<file path="config.mk">
export PLATFORM = sky130hd
export DESIGN_NAME = seg_scan_ctrl_flat
export DESIGN_NICKNAME = d
export VERILOG_FILES = /design/src/rtl/seg_scan_ctrl_if.sv /design/src/rtl/seg_scan_ctrl.sv /design/src/flat_wrapper.sv
export SDC_FILE = /design/constraint.sdc
export NUM_CORES = 1
export LEC_CHECK = 0
export BUFFER_PORTS_ARGS = -buffer_cell sky130_fd_sc_hd__buf_2
export CAP_MARGIN = 25
export CORE_MARGIN = 3
export CORE_UTILIZATION = 30
export CTS_CLUSTER_DIAMETER = 100
export DETAILED_ROUTE_END_ITERATION = 10
export GPL_TIMING_DRIVEN = 0
export PLACE_DENSITY = 0.48
export SETUP_SLACK_MARGIN = 0.05
export SLEW_MARGIN = 0
export SYNTH_ARGS = -nofsm -noshare
export SYNTH_HDL_FRONTEND = slang
export SYNTH_SLANG_ARGS = --single-unit
</file>
<file path="constraint.sdc">
create_clock -name clk -period 4.2 [get_ports clk]
set_input_delay 0.21 -clock clk [delete_from_list [all_inputs] [get_ports clk]]
set_output_delay 0.21 -clock clk [all_outputs]
set_load 0.1 [all_outputs]
</file>
<file path="src/rtl/seg_scan_ctrl_if.sv">
// Load handshake and display-drive bundle for seg_scan_ctrl.
//   master : the producer side (offers display values, observes the drive pins)
//   slave  : the scan controller itself
// Signals:
//   load_valid  - a new packed-BCD display value is offered
//   load_data   - 4*NUM_DIGITS bits, nibble 0 (LSBs) is the rightmost digit
//   load_ready  - the controller can take a new value
//   lz_blank_en - enables leading-zero suppression
//   bcd_out     - nibble for the seven-segment decoder
//   digit_en    - one-hot digit enable (polarity set by the controller)
//   frame_start - one-cycle pulse on the first cycle of every frame
interface seg_scan_ctrl_if #(
    parameter int NUM_DIGITS = 4
);
    logic                    load_valid;
    logic [4*NUM_DIGITS-1:0] load_data;
    logic                    load_ready;
    logic                    lz_blank_en;
    logic [3:0]              bcd_out;
    logic [NUM_DIGITS-1:0]   digit_en;
    logic                    frame_start;

    modport master (
        output load_valid, load_data, lz_blank_en,
        input  load_ready, bcd_out, digit_en, frame_start
    );

    modport slave (
        input  load_valid, load_data, lz_blank_en,
        output load_ready, bcd_out, digit_en, frame_start
    );
endinterface

</file>
<file path="src/rtl/seg_scan_ctrl.sv">
// Multiplexed seven-segment scan controller.
// Each digit owns a slot of SLOT_CYC cycles; the first GUARD_CYC cycles of a
// slot blank every digit enable to avoid ghosting, the rest show the digit.
// New values are taken into a shadow register and only copied to the display
// register at the frame boundary, so a frame is never torn.
// Ports:
//   clk - rising-edge clock
//   rst - synchronous active-high reset
//   bus - seg_scan_ctrl_if slave modport (load handshake, bcd_out, digit_en,
//         frame_start)
module seg_scan_ctrl #(
    parameter int NUM_DIGITS = 4,
    parameter int SLOT_CYC   = 50000,
    parameter int GUARD_CYC  = 2,
    parameter bit AN_ACT_LOW = 1'b1
) (
    input  logic           clk,
    input  logic           rst,
    seg_scan_ctrl_if.slave bus
);
    localparam int SLOT_W = $clog2(SLOT_CYC);
    localparam int IDX_W  = $clog2(NUM_DIGITS);
    localparam int DATA_W = 4 * NUM_DIGITS;
    // XOR mask that turns an active-high one-hot vector into pin polarity
    localparam logic [NUM_DIGITS-1:0] EN_IDLE = AN_ACT_LOW ? {NUM_DIGITS{1'b1}} : {NUM_DIGITS{1'b0}};

    typedef enum logic [0:0] {
        ST_GUARD = 1'b0,
        ST_SHOW  = 1'b1
    } state_t;

    // A digit is blanked when it and every higher digit are zero; digit 0 always shows.
    function automatic logic lz_suppressed(input logic [DATA_W-1:0] disp, input logic [IDX_W-1:0] idx);
        logic zero_s;
        zero_s = 1'b1;
        for (int d = 0; d < NUM_DIGITS; d++) begin
            zero_s = zero_s & ((d < int'(idx)) || (disp[4*d +: 4] == 4'h0));
        end
        return (idx != IDX_W'(0)) && zero_s;
    endfunction

    logic [SLOT_W-1:0]     slot_cnt_r, slot_nxt_s;
    logic [IDX_W-1:0]      idx_r, idx_nxt_s;
    state_t                state_r, state_nxt_s;
    logic [DATA_W-1:0]     display_r, display_nxt_s, shadow_r;
    logic                  pending_r, pending_nxt_s;
    logic                  load_ready_r;
    logic [3:0]            bcd_r, bcd_nxt_s;
    logic [NUM_DIGITS-1:0] digit_en_r, digit_en_nxt_s, en_act_s;
    logic                  frame_r, frame_nxt_s;
    logic                  slot_wrap_s, frame_wrap_s, accept_s, commit_s, supp_s;

    // Slot/digit counters, handshake and shadow-commit decisions
    always_comb begin
        slot_wrap_s   = (slot_cnt_r == SLOT_W'(SLOT_CYC - 1));
        frame_wrap_s  = slot_wrap_s && (idx_r == IDX_W'(NUM_DIGITS - 1));
        accept_s      = bus.load_valid && load_ready_r;
        commit_s      = frame_wrap_s && pending_r;
        slot_nxt_s    = slot_wrap_s ? SLOT_W'(0) : (slot_cnt_r + SLOT_W'(1));
        idx_nxt_s     = frame_wrap_s ? IDX_W'(0) : (slot_wrap_s ? (idx_r + IDX_W'(1)) : idx_r);
        display_nxt_s = commit_s ? shadow_r : display_r;
        // accept and commit are exclusive: a pending shadow holds load_ready low
        pending_nxt_s = accept_s ? 1'b1 : (commit_s ? 1'b0 : pending_r);
    end

    // GUARD/SHOW next-state logic
    always_comb begin
        state_nxt_s = state_r;
        case (state_r)
            ST_GUARD: state_nxt_s = (slot_cnt_r == SLOT_W'(GUARD_CYC - 1)) ? ST_SHOW : ST_GUARD;
            ST_SHOW:  state_nxt_s = slot_wrap_s ? ST_GUARD : ST_SHOW;
            default:  state_nxt_s = ST_GUARD;
        endcase
    end

    // Output values for the upcoming cycle, so the registered pins line up with the state
    always_comb begin
        bcd_nxt_s = 4'h0;
        en_act_s  = {NUM_DIGITS{1'b0}};
        supp_s    = bus.lz_blank_en && lz_suppressed(display_nxt_s, idx_nxt_s);
        for (int d = 0; d < NUM_DIGITS; d++) begin
            bcd_nxt_s   = (idx_nxt_s == IDX_W'(d)) ? display_nxt_s[4*d +: 4] : bcd_nxt_s;
            en_act_s[d] = (state_nxt_s == ST_SHOW) && (idx_nxt_s == IDX_W'(d)) && !supp_s;
        end
        digit_en_nxt_s = en_act_s ^ EN_IDLE;
        frame_nxt_s    = (slot_nxt_s == SLOT_W'(0)) && (idx_nxt_s == IDX_W'(0));
    end

    // State, data and output registers
    always_ff @(posedge clk) begin
        if (rst) begin
            slot_cnt_r   <= SLOT_W'(0);
            idx_r        <= IDX_W'(0);
            state_r      <= ST_GUARD;
            display_r    <= {DATA_W{1'b0}};
            shadow_r     <= {DATA_W{1'b0}};
            pending_r    <= 1'b0;
            load_ready_r <= 1'b1;
            bcd_r        <= 4'h0;
            digit_en_r   <= EN_IDLE;
            // the cycle after reset is the first cycle of frame 0
            frame_r      <= 1'b1;
        end else begin
            slot_cnt_r   <= slot_nxt_s;
            idx_r        <= idx_nxt_s;
            state_r      <= state_nxt_s;
            display_r    <= display_nxt_s;
            shadow_r     <= accept_s ? bus.load_data : shadow_r;
            pending_r    <= pending_nxt_s;
            load_ready_r <= !pending_nxt_s;
            bcd_r        <= bcd_nxt_s;
            digit_en_r   <= digit_en_nxt_s;
            frame_r      <= frame_nxt_s;
        end
    end

    assign bus.load_ready  = load_ready_r;
    assign bus.bcd_out     = bcd_r;
    assign bus.digit_en    = digit_en_r;
    // held low while reset is asserted; fires on the first cycle after release
    assign bus.frame_start = frame_r && !rst;

endmodule

</file>
<file path="src/flat_wrapper.sv">
// flat-port wrapper written by rule: the top's interface ports become plain ports
module seg_scan_ctrl_flat 
#(
    parameter int NUM_DIGITS = 4,
    parameter int SLOT_CYC   = 50000,
    parameter int GUARD_CYC  = 2,
    parameter bit AN_ACT_LOW = 1'b1
)
  (clk, rst, bus_load_valid, bus_load_data, bus_lz_blank_en, bus_load_ready, bus_bcd_out, bus_digit_en, bus_frame_start);
  seg_scan_ctrl_if #(.NUM_DIGITS(NUM_DIGITS)) bus_i ();
  input  logic clk;
  input  logic rst;
  input wire logic [$bits(bus_i.load_valid)-1:0] bus_load_valid;
  input wire logic [$bits(bus_i.load_data)-1:0] bus_load_data;
  input wire logic [$bits(bus_i.lz_blank_en)-1:0] bus_lz_blank_en;
  output wire logic [$bits(bus_i.load_ready)-1:0] bus_load_ready;
  output wire logic [$bits(bus_i.bcd_out)-1:0] bus_bcd_out;
  output wire logic [$bits(bus_i.digit_en)-1:0] bus_digit_en;
  output wire logic [$bits(bus_i.frame_start)-1:0] bus_frame_start;
  assign bus_i.load_valid = bus_load_valid;
  assign bus_i.load_data = bus_load_data;
  assign bus_i.lz_blank_en = bus_lz_blank_en;
  assign bus_load_ready = bus_i.load_ready;
  assign bus_bcd_out = bus_i.bcd_out;
  assign bus_digit_en = bus_i.digit_en;
  assign bus_frame_start = bus_i.frame_start;
  seg_scan_ctrl #(.NUM_DIGITS(NUM_DIGITS), .SLOT_CYC(SLOT_CYC), .GUARD_CYC(GUARD_CYC), .AN_ACT_LOW(AN_ACT_LOW)) u_core (.clk(clk), .rst(rst), .bus(bus_i));
endmodule
</file>
==> summary.txt, run 1 <==
CP max stage delay -> 0.43 ns
Postcts setup bufs -> 0
Slowest cell on crit path -> or3_4
Power after layout -> 1.30 mW
Vias in the first global route -> 2031
Worst Path Arrival -> 2.76 ns
Post-Route WL -> 6.28 mm
Post-Synthesis Net Count -> 338
Dpl cell area -> 2980 µm²
Status -> completed
Slew Limit Fails -> 0
Fin crit period -> 2.51 ns
F_max -> 0.398 GHz
Share of layout cells above drive strength 1 -> 15.6%
CP Data Required Time -> 4.45 ns
Detail Route Antenna Nets -> 0
CP endpoint kind -> flip-flop
Routability Congestion -> 0.845
RSZ-0062 raised after global routing -> false
Post-synthesis sequential area ratio -> 45.9%
Cell mode on critical path -> or3_4
Most common cell after layout, fill and taps aside -> dfxtp_1
TritonRoute pass-1 iters -> 5
Initial cell density of the core -> 30.9%
Fin area -> 3210 µm²
Drt initial violations -> 75
N_diodes -> 0
DIE HEIGHT -> 101 µm
Final worst-path cycle share -> 59.8%
DP HPWL -> 4.68 mm
Final #Nets -> 377
Maximum root-to-sink buffer count -> 2
Min-delay src -> bus_load_data[10]
Fin. Hold Viols -> 0
Slew @ Worst Pin -> 0.622 ns
Core area -> 8760 µm²
Setup TNS -> 0 ns
Row count -> 34
Yosys warnings -> 0
Final setup fails -> 0
Commonest non-fill, non-tap cells in the layout -> 62 x dfxtp_1, 47 x nand2_1, 45 x nor2_1, 33 x buf_2, 23 x a21oi_1
Routed len/inst -> 13.4 µm
LEAKAGE -> 1.33 nW
CTS buffer count -> 9
CTS Hold Bufs -> 0
Clock Sinks -> 62
Avg Synthesized Cell Area -> 8.59 µm²
Crit path cell chain -> ha_1 > nand3_4 > or3_4 > or3_4 > buf_2 > mux2i_1 > nor2b_1 > a211oi_1
Die area -> 10200 µm²
Storage cell area -> 1240 µm²
Area of the multi-input gates -> 1360 µm²
Cell count after synthesis -> 315
P per Cell Area -> 404 nW/µm²
Mapped Area -> 2710 µm²
Reg2Reg Launch Point -> u_core.slot_cnt_r[0]$_SDFF_PP0_
Vias/cell -> 4.69
Number of gates resized after CTS -> 0
First-pass GRT wire length -> 10.3 mm
Slew HR -> 58.1%
Setup Skew -> 0.0146 ns
Clock slew at reported path FFs -> 0.08 ns
Synthesized flop and latch total -> 62
Number of port buffers -> 28
Area grow syn2layout -> 18.4%
Clk Latency, worst-skew pair -> 0.34 ns
Worst hold slack -> 0.100 ns
Worst VDD drop -> 0.000145 V
Layout Utilization -> 36.6%
Residual DRC -> 0
Vias -> 2189
Gr ovfl total -> 0
CTS tree -> yes
Filler instances -> 916
Critical path type -> flip-flop to flip-flop
Die span in x -> 101 µm
CP Max Fanout -> 10
CTS root buffer -> clkbuf_8
GRT Util Overall -> 13.1%
Top Ports -> 30
HP Class -> input pin to flip-flop
Setup crit start -> u_core.slot_cnt_r[0]$_SDFF_PP0_
Initial antenna violation count -> 0
Max-cap violations -> 0
# H-tree levels -> 3
Largest net degree at the start of global routing -> 14
CP Launch Type -> flip-flop
Distinct cells, synth -> 36
-- layer usage --
| metal | GRT usage (%) | share of wire [%] |
|---|---|---|
| met5 | 0 | 0 |
| met4 | 3.99 | 0.72 |
| met3 | 4.36 | 4.1 |
| met2 | 18.5 | 43 |
| met1 | 18.8 | 52 |
-- state kept, by name, indices dropped and copies added (netlist names) --
name                   cells
u_core.pending_r           1
u_core.frame_r             1
u_core.idx_r               2
u_core.bus.load_ready      1
u_core.state_r             1
u_core.bus.digit_en        4
u_core.shadow_r           16
u_core.display_r          16
u_core.bus.bcd_out         4
u_core.slot_cnt_r         16
-- cells in the mapped netlist --
library cell / n / area [µm²]
dfxtp_1: 62 / 1240
nand2_1: 47 / 176
nor2_1: 45 / 169
a21oi_1: 23 / 115
mux2i_1: 20 / 200
xnor2_1: 12 / 105
clkbuf_1: 11 / 41.3
nor3_1: 10 / 50.1
nand3_1: 9 / 45.0
inv_1: 7 / 26.3
nor4_1: 6 / 37.5
xor2_1: 6 / 52.6
a211oi_1: 5 / 37.5
buf_2: 5 / 25.0
nor2b_1: 5 / 31.3
and2_1: 4 / 25.0
nand4_1: 4 / 25.0
o221ai_1: 4 / 35.0
a31oi_1: 3 / 18.8
ha_1: 3 / 37.5
o21ai_0: 3 / 15.0
o22a_1: 3 / 26.3
nand3b_1: 2 / 15.0
nor4b_1: 2 / 17.5
or3_4: 2 / 22.5
or4_1: 2 / 15.0
a211o_1: 1 / 8.76
a221oi_2: 1 / 15.0
and4_1: 1 / 8.76
buf_4: 1 / 7.51
clkbuf_2: 1 / 5.00
mux2_4: 1 / 15.0
nand3_4: 1 / 17.5
o21a_1: 1 / 7.51
o31a_1: 1 / 8.76
or3_1: 1 / 6.26
-- final timing paths --
kind / to / slack, ns / cells after the start
worst min register to register: u_core.shadow_r[5]$_SDFFE_PP0P_ / 0.46 / 2
worst max register to register: u_core.bus.bcd_out[2]$_SDFF_PP0_ / 1.69 / 8
worst max-delay path: u_core.bus.bcd_out[2]$_SDFF_PP0_ / 1.69 / 8
worst min-delay path: u_core.shadow_r[10]$_SDFFE_PP0P_ / 0.10 / 3
-- cell type report --
cell class / instances / share of cell area, %
repair buffers: 28 / 4.37
plain buffers: 18 / 2.46
inverters: 7 / 0.820
well taps: 108 / 4.22
clock buffers: 9 / 3.86
clock inverters: 7 / 3.12
flip-flops and latches: 62 / 38.7
multi-input cells: 228 / 42.4
-- metrics by stage --
stage                     std cells  setup WS, ns
after floorplan                 315          1.96
after global placement          451          1.69
after detailed placement        451          1.66
after CTS                       467          1.63
after global routing            467          1.45
final                           467          1.69
-- power by group --
part | leakage (nW) | switching (mW) | internal [mW] | total (mW)
combinational | 0.711 | 0.0585 | 0.0264 | 0.0850
clock | 0.115 | 0.255 | 0.341 | 0.597
sequential | 0.504 | 0.0111 | 0.604 | 0.615
-- critical path: cells and delay by family, from the launching register on --
| kind | cells | cell delay, ns |
|---|---|---|
| DFF | 1 | 0.40 |
| buffers and inverters | 1 | 0.22 |
| and+or+nand+nor | 4 | 1.14 |
| muxes | 1 | 0.16 |
| adders and majority gates | 1 | 0.28 |
| AOI/OAI and AO/OA | 1 | 0.21 |
-- kinds of logic (layout without fill, tap and decap cells) --
kind of cell    count (synthesis)  after routing  share of synthesized area (%)
buf+inv                        25             69                           3.88
simple gates                  141            141                           24.5
fa+ha+maj                       3              3                           1.39
mux                            21             21                           7.95
compound gates                 45             45                           10.6
flops                          62             62                           45.9
xor+xnor                       18             18                           5.83
Power figures use the tool's default switching activity.
==> inputs of run 2 (changes only) <==
Settings changed: ABC_AREA set to 1, PLACE_DENSITY 0.48 to 0.5.
Clock period 4.2 ns to 2.3 ns, I/O delays scaled along.
==> run 2 against run 1 <==
  * Utilization grew 0.25 points
  * Non-clock buffer count shrank 6
  * Hold slack got worse by 0.082 ns
  * Synthesized area grew 3.0%
  * Total power rose by 73%
  * Global-route usage grew 0.44 points
  * Combinational power rose by 72%
  * Register-to-register slack got worse by 1.5 ns
  * Routed wire length grew 4.6%
  * Maximum frequency rose by 21%
  * Critical path depth up 2
  * Clock power grew 62%
  * Critical endpoint is now u_core.bus.digit_en[1]$_SDFF_PP1_
==> summary.txt, run 2 <==
CTS buffer count -> 9 (unchanged)
Final #Nets -> 460 (+22%)
Clock Sinks -> 62 (unchanged)
EDFF count, synth -> 0 (unchanged)
Commonest non-fill, non-tap cells in the layout -> 84 x nand2_1, 72 x nor2_1, 61 x dfxtp_1, 43 x inv_1, 29 x buf_2
Yosys warnings -> 0 (unchanged)
Synthesized flop and latch total -> 62 (unchanged)
Worst VDD drop -> 0.000259 V (+78%)
CTS tree -> yes
Postcts setup bufs -> 0 (unchanged)
Finished Layout Cells -> 550 (+18%)
Vias/cell -> 4.48 (-4.5%)
# H-tree levels -> 3 (unchanged)
CP Launch Type -> flip-flop
Maximum root-to-sink buffer count -> 2 (unchanged)
Avg Synthesized Cell Area -> 7.02 µm² (-18%)
Setup WS post-layout -> 0.228 ns (-1.46 ns)
Clock slew at reported path FFs -> 0.08 ns (about the same)
Placed Cells incl. Taps -> 534 (+18%)
Fin crit period -> 2.07 ns (-0.441 ns)
P per Cell Area -> 685 nW/µm² (+69%)
Core area -> 8890 µm² (+1.5%)
Filler instances -> 958 (+4.6%)
N_diodes -> 0 (unchanged)
Detail Route Antenna Nets -> 0 (unchanged)
Distinct cells, synth -> 30 (-17%)
CTS root buffer -> clkbuf_8
Area of the multi-input gates -> 1310 µm² (-3.6%)
DIE HEIGHT -> 102 µm (+1.4%)
Die area -> 10500 µm² (+2.8%)
Slew @ Worst Pin -> 0.542 ns (-0.0798 ns)
Layout Utilization -> 36.8% (+0.25 points)
Post-synthesis sequential area ratio -> 44.5% (-1.3 points)
Setup TNS -> 0 ns (unchanged)
Worst Path Arrival -> 2.31 ns (-0.45 ns)
Biggest regs -> u_core.display_r: 16 flops, u_core.shadow_r: 16 flops, u_core.slot_cnt_r: 16 flops
Yosys top cell area share -> 44.5% (-1.3 points)
Most common cell after layout, fill and taps aside -> nand2_1
LEAKAGE -> 1.44 nW (+8.3%)
Residual DRC -> 0 (unchanged)
Synth top cells by count -> 84 x nand2_1, 72 x nor2_1, 62 x dfxtp_1
Post-synth top area cell -> dfxtp_1
TritonRoute pass-1 iters -> 4 (-1)
GRT busiest layer -> met2
Post-Route WL -> 6.57 mm (+4.6%)
CP Data Required Time -> 2.53 ns (-1.92 ns)
First-pass GRT wire length -> 10.8 mm (+4.3%)
Post-Synthesis Net Count -> 420 (+24%)
Fin. Hold Viols -> 0 (unchanged)
Critical path type -> flip-flop to flip-flop
Top Ports -> 30 (unchanged)
Area grow syn2layout -> 17.5%
Dpl ws -> 0.195 ns (-1.47 ns)
Routed len/inst -> 11.9 µm (-11%)
Max-cap violations -> 0 (unchanged)
Slew HR -> 63.8% (+5.7 points)
Vias in the first global route -> 2249 (+11%)
CP endpoint kind -> flip-flop
Slew Limit Fails -> 0 (unchanged)
Cell count after synthesis -> 397 (+26%)
Status -> completed
Initial antenna violation count -> 0 (unchanged)
Met1 Use GR -> 18.8% (about the same)
Synth Flop Type -> dfxtp_1
Mapped Area -> 2790 µm² (+3.0%)
GRT Util Overall -> 13.6% (+0.44 points)
Final setup fails -> 0 (unchanged)
Most frequent cell after synthesis -> nand2_1
RSZ-0062 raised after global routing -> true
Top post-synthesis cells by area -> dfxtp_1 45%, nand2_1 11%, nor2_1 9.7%
HP Class -> input pin to flip-flop
Final worst-path cycle share -> 90.1% (+30 points)
FFs w/ async S/R, synth -> 0% (unchanged)
Row count -> 34 (unchanged)
Setup Skew -> 0.0110 ns (-0.00365 ns)
Die span in x -> 102 µm (+1.4%)
Largest net degree at the start of global routing -> 13 (-1)
DP HPWL -> 5.08 mm (+8.5%)
Clk Latency, worst-skew pair -> 0.34 ns (about the same)
Met3 Resource Use GR -> 3.48% (-0.88 points)
Gr ovfl total -> 0 (unchanged)
Share of layout cells above drive strength 1 -> 17.4% (+1.8 points)
F_max -> 0.483 GHz (+21%)
Number of port buffers -> 29 (+3.6%)
Vias -> 2463 (+13%)
Routability Congestion -> 0.801 (-5.2%)
Storage cell area -> 1240 µm² (+0.10%)
GRT met2 Usage -> 19.9% (+1.4 points)
Power after layout -> 2.24 mW (+73%)
CP Max Fanout -> 10 (unchanged)
Initial cell density of the core -> 31.3% (+0.46 points)
Drt initial violations -> 92 (+23%)
## run 2: changes by cell type in the layout (fill, tap and decap cells not counted), moves of 12 or more
cell / before / now
nand2_1: 47 / 84
o21ai_1: 0 / 14
o21ai_0: 3 / 24
xnor2_1: 12 / 0
nor2_1: 45 / 72
inv_1: 7 / 43
mux2i_1: 20 / 0
## run 2: critical path: stages, from the launching register on
cell      delay, ns
dfxtp_1        0.37
ha_1           0.17
clkbuf_1       0.38
nand4_2        0.22
buf_4          0.22
o21ai_1        0.24
nor2_1         0.07
nand2_1        0.08
nand2_1        0.06
nand3_2        0.08
nand2_1        0.06
## run 2: power by group
part           internal, mW  total (mW)  switching [mW]
clock network         0.508       0.967           0.459
logic                0.0431       0.146           0.103
registers              1.11        1.13          0.0203
total                  1.66        2.24           0.583
## run 2: area by class of cell
type | instances | share of cell area (%)
sequential | 62 | 37.9
timing repair buffer | 29 | 4.43
buffer | 11 | 1.49
tap | 108 | 4.13
multi-input combinational | 273 | 40.0
clock inverter | 6 | 2.18
inverter | 51 | 5.88
clock buffer | 10 | 3.90
## run 2: final timing paths
check / depth (start not counted) / slack [ns] / end / start
setup reg to reg: 10 / 0.23 / u_core.bus.digit_en[1]$_SDFF_PP1_ / u_core.idx_r[0]$_SDFF_PP0_
hold reg to reg: 2 / 0.46 / u_core.shadow_r[9]$_SDFFE_PP0P_ / u_core.shadow_r[9]$_SDFFE_PP0P_
setup / recovery: 10 / 0.23 / u_core.bus.digit_en[1]$_SDFF_PP1_ / u_core.idx_r[0]$_SDFF_PP0_
hold / removal: 3 / 0.02 / u_core.shadow_r[12]$_SDFFE_PP0P_ / bus_load_data[12]
## run 2: timing repair
action                                  in CTS  in global routing
hold buffers                                 0                  0
endpoints found under the setup margin       0                  8
resized for setup                            0                  3
## run 2: per-layer routing
metal | part of all wire (%) | vias up
met5 | 0 | -
met1 | 53 | 1075
li1 | - | 1348
met3 | 3.7 | 8
met4 | 1.2 | 0
met2 | 42 | 32
## run 2: stage by stage
stage | hold slack [ns] | cell area, µm²
global route | 0.0276 | 3270
CTS | 0.00235 | 3270
floorplan | 0.282 | 2790
global placement | 0.367 | 3070
detailed placement | 0.369 | 3070
finish | 0.0186 | 3270
## run 2: logic make-up (layout without fill, tap and decap cells)
kind of cell / Yosys count / count (layout) / synth area share [%]
compound gates: 63 / 63 / 12.0
fa+ha+maj: 3 / 3 / 1.35
buf+inv: 62 / 107 / 8.67
flops: 62 / 62 / 44.5
simple gates: 207 / 207 / 33.5
